--- config.mk ---
export PLATFORM = sky130hd
export DESIGN_NAME = pipeline_ctrl
export DESIGN_NICKNAME = d
export VERILOG_FILES = /design/src/rtl/pipeline_ctrl.sv
export SDC_FILE = /design/constraint.sdc
export NUM_CORES = 1
export LEC_CHECK = 0
export BUFFER_PORTS_ARGS = -buffer_cell sky130_fd_sc_hd__buf_2
export CORE_MARGIN = 2
export CORE_UTILIZATION = 48
export CTS_CLUSTER_DIAMETER = 30
export CTS_CLUSTER_SIZE = 14
export DETAILED_ROUTE_END_ITERATION = 16
export GPL_ROUTABILITY_DRIVEN = 0
export MAX_ROUTING_LAYER = met4
export PLACE_DENSITY = 0.77
export SETUP_SLACK_MARGIN = 0.3
export SYNTH_ARGS = -nofsm -noshare
export SYNTH_HDL_FRONTEND = slang
export SYNTH_SLANG_ARGS = --single-unit
export TNS_END_PERCENT = 30
--- constraint.sdc ---
create_clock -name clk -period 3.5 [get_ports clk]
set_input_delay 0.525 -clock clk [delete_from_list [all_inputs] [get_ports clk]]
set_output_delay 0.525 -clock clk [all_outputs]
set_load 0.02 [all_outputs]
--- src/rtl/pipeline_ctrl.sv ---
// pipeline_ctrl: hazard/stall/flush sequencing, EX forwarding and MEM-stage memory handshake
// for the 5-stage RV32I pipeline, with saturating stall/flush performance counters.
module pipeline_ctrl #(
    parameter int          MEM_TIMEOUT = 255,
    parameter logic [1:0]  LOAD_SRC    = 2'b01,
    parameter int          CNT_W       = 32
) (
    input  logic             clk,
    input  logic             reset,
    input  logic [4:0]       Rs1D,
    input  logic [4:0]       Rs2D,
    input  logic [4:0]       Rs1E,
    input  logic [4:0]       Rs2E,
    input  logic [4:0]       RdE,
    input  logic [1:0]       ResultSrcE,
    input  logic             PCSrcE,
    input  logic [4:0]       RdM,
    input  logic [4:0]       RdW,
    input  logic             RegWriteM,
    input  logic             RegWriteW,
    input  logic             MemReqM,
    input  logic             MemReadyM,
    output logic             MemValidM,
    output logic             StallF,
    output logic             StallD,
    output logic             StallE,
    output logic             StallM,
    output logic             FlushD,
    output logic             FlushE,
    output logic             FlushW,
    output logic [1:0]       ForwardAE,
    output logic [1:0]       ForwardBE,
    output logic             MemErr,
    output logic [CNT_W-1:0] StallCycles,
    output logic [CNT_W-1:0] FlushCount
);
    localparam logic [0:0] S_RUN  = 1'b0;
    localparam logic [0:0] S_WAIT = 1'b1;

    logic [0:0]       state_q, state_d;
    logic [15:0]      wait_cnt_q, wait_cnt_d;
    logic             mem_err_q, mem_err_d;
    logic [CNT_W-1:0] stall_cnt_q, stall_cnt_d;
    logic [CNT_W-1:0] flush_cnt_q, flush_cnt_d;
    logic             timeout, mem_stall, lw_stall;

    function automatic logic [1:0] fwd(input logic [4:0] rs, input logic wm, input logic [4:0] rdm,
                                       input logic ww, input logic [4:0] rdw);
        return (wm && rdm != 5'd0 && rdm == rs) ? 2'b10 :
               (ww && rdw != 5'd0 && rdw == rs) ? 2'b01 : 2'b00;
    endfunction

    assign timeout   = state_q == S_WAIT && wait_cnt_q == 16'(MEM_TIMEOUT - 1);
    assign mem_stall = MemReqM && !MemReadyM && !timeout;
    assign lw_stall  = ResultSrcE == LOAD_SRC && RdE != 5'd0 && (RdE == Rs1D || RdE == Rs2D);

    // Every output is gated by reset so an asynchronous reset silences the pipeline at once.
    always_comb begin
        MemValidM = !reset && MemReqM;
        StallF    = !reset && (mem_stall || lw_stall);
        StallD    = StallF;
        StallE    = !reset && mem_stall;
        StallM    = StallE;
        FlushW    = StallE;
        FlushE    = !reset && !mem_stall && (lw_stall || PCSrcE);
        FlushD    = !reset && !mem_stall && PCSrcE;
        ForwardAE = reset ? 2'b00 : fwd(Rs1E, RegWriteM, RdM, RegWriteW, RdW);
        ForwardBE = reset ? 2'b00 : fwd(Rs2E, RegWriteM, RdM, RegWriteW, RdW);
    end

    // Staying frozen is exactly the condition for being in WAIT next cycle.
    always_comb begin
        state_d     = mem_stall ? S_WAIT : S_RUN;
        wait_cnt_d  = state_q == S_RUN ? 16'd0 : wait_cnt_q + 16'd1;
        mem_err_d   = mem_err_q || (timeout && MemReqM && !MemReadyM);
        stall_cnt_d = (StallF && !(&stall_cnt_q)) ? stall_cnt_q + CNT_W'(1) : stall_cnt_q;
        flush_cnt_d = (FlushD && !(&flush_cnt_q)) ? flush_cnt_q + CNT_W'(1) : flush_cnt_q;
    end

    always_ff @(posedge clk or posedge reset) begin
        if (reset) begin
            state_q     <= S_RUN;
            wait_cnt_q  <= '0;
            mem_err_q   <= 1'b0;
            stall_cnt_q <= '0;
            flush_cnt_q <= '0;
        end else begin
            state_q     <= state_d;
            wait_cnt_q  <= wait_cnt_d;
            mem_err_q   <= mem_err_d;
            stall_cnt_q <= stall_cnt_d;
            flush_cnt_q <= flush_cnt_d;
        end
    end

    assign MemErr      = mem_err_q;
    assign StallCycles = stall_cnt_q;
    assign FlushCount  = flush_cnt_q;
endmodule
# Word level (Yosys, flattened, before mapping)
# Index checks and enable logic that the tools add are counted.
word_totals:
  register_bits: 82
  inputBits: 44
  out_inout_bits: 77
op_classes:
  add_sub_neg: 3
  eq_ne: 8
  muxes: 8
  n_reduce_logical: 36
ops:
  columns: ["operator", "n"]
  rows:
  - ["$add 32x1->32 const B", 2]
  - ["$reduce_and 32->1", 2]
  - ["$eq 5x5->1", 6]
  - ["$logic_and 1x1->1", 21]
  - ["$add 16x1->16 const B", 1]
  - ["$eq 16x8->1 const B", 1]
  - ["$mux 16", 1]
  - ["$reduce_bool 5->1", 3]
  - ["$mux 2", 4]
  - ["$logic_not 1->1", 6]
  - ["$logic_or 1x1->1", 4]
  - ["$mux 1", 3]
  - ["$eq 2x1->1 const B", 1]

# Logic depth before layout (Yosys ltp)
depth:
  depth_word: 8
  depth_mapped: 10
  depth_no_buf: 9

# Worst setup path after synthesis
# No wires, ideal clock.
synth_timing:
  path_type: "input to output"
  start: "input port reset"
  end: "output port ForwardAE[0]"
  t_arrival_ps: 3719
  setup_slack_ps: -744
  stages: 4
  path_buffers: 0
  path_cell_list: "inv_1 > o211ai_1 > or4_1 > nor4_1"
synth_between:
  elab_chain_len: 1
synth_lines:
  columns: ["item", "line_no", "rtl"]
  rows:
  - ["from (decl)", "9", "input logic reset,"]
  - ["$mux 2", "67", "ForwardAE = reset ? 2'b00 : fwd(Rs1E, RegWriteM, RdM, RegWriteW, RdW);"]
  - ["to (decl)", "31", "output logic [1:0] ForwardAE,"]
# Every way passes these cells.

# Final worst setup path
layout_timing:
  start: "register wait_cnt_q[0]"
  end: "output port FlushD"
layout_between:
  elab_chain_len: 7
layout_lines:
  columns: ["item", "line_no", "rtl"]
  rows:
  - ["from (decl)", "41", "logic [15:0] wait_cnt_q, wait_cnt_d;"]
  - ["from (signal assigned)", "89", "wait_cnt_q <= wait_cnt_d;"]
  - ["$eq 16x8->1", "53", "assign timeout = state_q == S_WAIT && wait_cnt_q == 16'(MEM_TIMEOUT - 1);"]
  - ["$logic_and 1x1->1", "53", null]
  - ["$logic_not 1->1", "54", "assign mem_stall = MemReqM && !MemReadyM && !timeout;"]
  - ["$logic_and 1x1->1", "54", null]
  - ["$logic_not 1->1", "66", "FlushD = !reset && !mem_stall && PCSrcE;"]
  - ["$logic_and 1x1->1 (2 in a row)", "66", null]
  - ["to (decl)", "28", "output logic FlushD,"]
# Every way passes these cells.

==> results.md <==
- Most Crowded Layer GR: met2
- Wirelength per Cell: 15.10 um
- Number of primary I/O pins: 121
- Total inserted antenna cells: 0
- Period utilization: 81.43%
- Number of cells upsized or downsized after cts: 0
- Register bit total from synthesis: a little over 80
- Status: finished clean
- First-pass GRT wire length: between 15000 and 20000 um
- Final setup vio count: 0
- Post-synthesis cell type count: 41
- Number of enable-type register cells in the synthesized netlist: 0
- Power density normalized to cell area: around 420 mW/mm^2
- Post-synthesis sequential area ratio: 45.70%
- Critical path fanouts, max: 9
- Die Outline Area: 0.01014 mm^2
- Drt first-iter violations: ~140
- M2 GR Usage: between 30% and 40%
- Total chip power: approximately 2300 uW
- Buffers added on ports: 120
- Core Footprint: around 0.009 mm^2
- Critical Path RT: 2970 ps
- Reg clk slew, reported paths: ~80 ps
- Syn avg cell area: 10.21 um^2
- Crit end category: output pin
- Layout net count: 613
- Yosys top cell by area: dfrtp_1
- Maximum frequency from static timing analysis: 350.9 MHz
- Number of search-and-repair iterations in the first detailed-routing pass: 6
- Final Hold Violating Endpoints: 0
- Kind of critical path: flop to output pin
- Total congestion overflow after global routing: 0
- Initial cell density of the core: 49.06%
- Ratio of routed vias to standard cells: 5.521
- Core occupancy in the finished layout: approximately three fifths
- Most used flip-flop cell after synthesis: dfrtp_1
- Post-synthesis async set-or-reset flop share: 100.0%
- Total negative slack for setup checks: 0 ps
- Met1 GRT Util: a little over a quarter
- Area Overhead vs Synth: 21.48%
- Number of H-tree levels: 3
- DR vias: 3754
- Area share of the largest cell type after synthesis: 45.70%
- Clock tree from TritonCTS: done
- Insertion delay to the later sink of the worst-skew pair: 350 ps
- Standard-cell rows: 35
- Initial antenna violation count: 0
- Worst IR drop on VDD: 0.3505 mV
- Post-route DRC violation count: 0
- Final Skew: between 10 and 15 ps
- Max-slew violation total from the final report: 0
- Category of the worst setup path launch point: flop
- Top post-synthesis cells by count: dfrtp_1 (82), xnor2_1 (64), xor2_1 (41)
- Y dimension of the die: 100.7 um
- Standby leakage power: between 0.002 and 0.003 uW
- Worst Path Arrival: 2330 ps
- Number of clock sinks: 82
- Most common cell in the synthesized netlist: dfrtp_1
- Max Root-Sink Buffers: 2
- Warnings from Yosys: 0
- Final critical path time including I/O delays and setup: roughly 2900 ps
- Max_cap viols: 0
- Post-CTS setup buffers: 0
- GR Util All Layers: 21.73%
- RSZ-0062 raised after global routing: no
- Transition time at the pin with the least slew margin: approximately 670 ps
- Total standard cell area after synthesis: 0.004491 mm^2
- Wire length reported by the detailed router: 10270 um
- Total CTS buffers: 9
- Synth Instances: between 400 and 500
- Die Wd: 100.7 um
- Final antenna-violating net count: 0
- Type of the most critical hold path: input port to async pin
- Slew headroom: 55.08%
- Cell types with the largest area share after synthesis: dfrtp_1 (46%), xnor2_1 (12%), xor2_1 (8.0%)
- Clock Tree Root: clkbuf_8
- Syn_nets: 488
- Largest net degree at the start of global routing: 46
- Vias in the first global route: roughly 3600
- Share of post-route cells with drive strength above 1: a little over a quarter
- Register-to-Register Setup Slack: roughly 960 ps
- Global Route met3 Usage: 6.588%
- Number of hold-repair buffers added at the cts stage: 0
- Detailed placer's ending HPWL: 7776 um
## cell usage in the layout, fill, tap and decap left out, drive strengths merged, types with 5 or more instances in the layout
| cell | count |
|---|---|
| dfrtp | 82 |
| nor2 | 14 |
| or4 | 5 |
| nor3 | 18 |
| nor2b | 7 |
| nand3 | 36 |
| buf | 126 |
| clkbuf | 10 |
| nand2 | 32 |
| xor2 | 41 |
| xnor2 | 64 |
| and4 | 8 |
| nand4 | 33 |
| nor4 | 13 |
| and3 | 18 |
| and2 | 19 |
| inv | 7 |
## report_power, final
group | switching, uW | internal [uW] | total (uW) | leakage [uW]
Combinational | 236 | 155 | 391 | 0.00141
Clock | 325 | 470 | 796 | 0.000116
Sequential | 94.2 | 1020 | 1110 | 0.00111
Total | 655 | 1640 | 2300 | 0.00264
## stage by stage
| step | setup WS [ps] | std cells | hold slack [ps] | area, um^2 |
|---|---|---|---|---|
| 2_1_floorplan | 402.0 | 440 | 443.7 | 4507 |
| 3_3_place_gp | 903.3 | 665 | 461.2 | 5224 |
| 3_5_place_dp | 863.2 | 665 | 466.8 | 5224 |
| 4_1_cts | 613.7 | 680 | 420.5 | 5455 |
| 5_1_grt | 456.5 | 680 | 461.7 | 5455 |
| 6_report | 649.9 | 680 | 416.5 | 5455 |
## area by class of cell
| type | count | area (um^2) |
|---|---|---|
| clock inverter | 5 | 103.9 |
| fill | 759 | 3697 |
| tap | 111 | 138.9 |
| inverter | 8 | 33.78 |
| timing repair buffer | 126 | 645.6 |
| sequential | 82 | 2052 |
| clock buffer | 10 | 127.6 |
| multi-input combinational | 338 | 2354 |
## worst max-delay path, stage by stage (launching register included)
cell	delay, ps
dfrtp_1	410
inv_1	60
ha_1	130
nor4b_1	190
and4_1	280
a21o_4	160
nand3_1	290
inv_1	260
buf_2	200
## cells by family after synthesis
group                      count (synthesis)  share of synthesized area, %
muxes                                      2                        0.5015
and+or+nand+nor                          221                         28.81
AOI/OAI and AO/OA                          6                         1.226
adders and majority gates                  4                         1.115
buffers and inverters                     20                         2.173
DFF                                       82                         45.70
xor gates and xnor gates                 105                         20.48
## layer usage
layer / part of all wire, % / vias up / routed length, um
met5: 0 / - / 0
met4: 1.6 / 0 / 164
met3: 5.0 / 20 / 513
met2: 49 / 110 / 5050
met1: 44 / 1822 / 4536
li1: - / 1802 / -
## path summary, 6_finish.rpt
path | start | end | cells past startpoint
setup / recovery | wait_cnt_q[0] | FlushD | 8
hold / removal | reset | wait_cnt_q[13] | 3
setup reg to reg | wait_cnt_q[0] | StallCycles[25] | 9
hold reg to reg | MemErr | MemErr | 1
max in group asynchronous | reset | FlushCount[14] | 3
min in group clk | MemErr | MemErr | 1
## sequential cells by signal, indices dropped and copies added (netlist names)
name	flops
MemErr	1
wait_cnt_q	16
state_q	1
FlushCount	32
StallCycles	32
(Power assumes the default switching activity.)
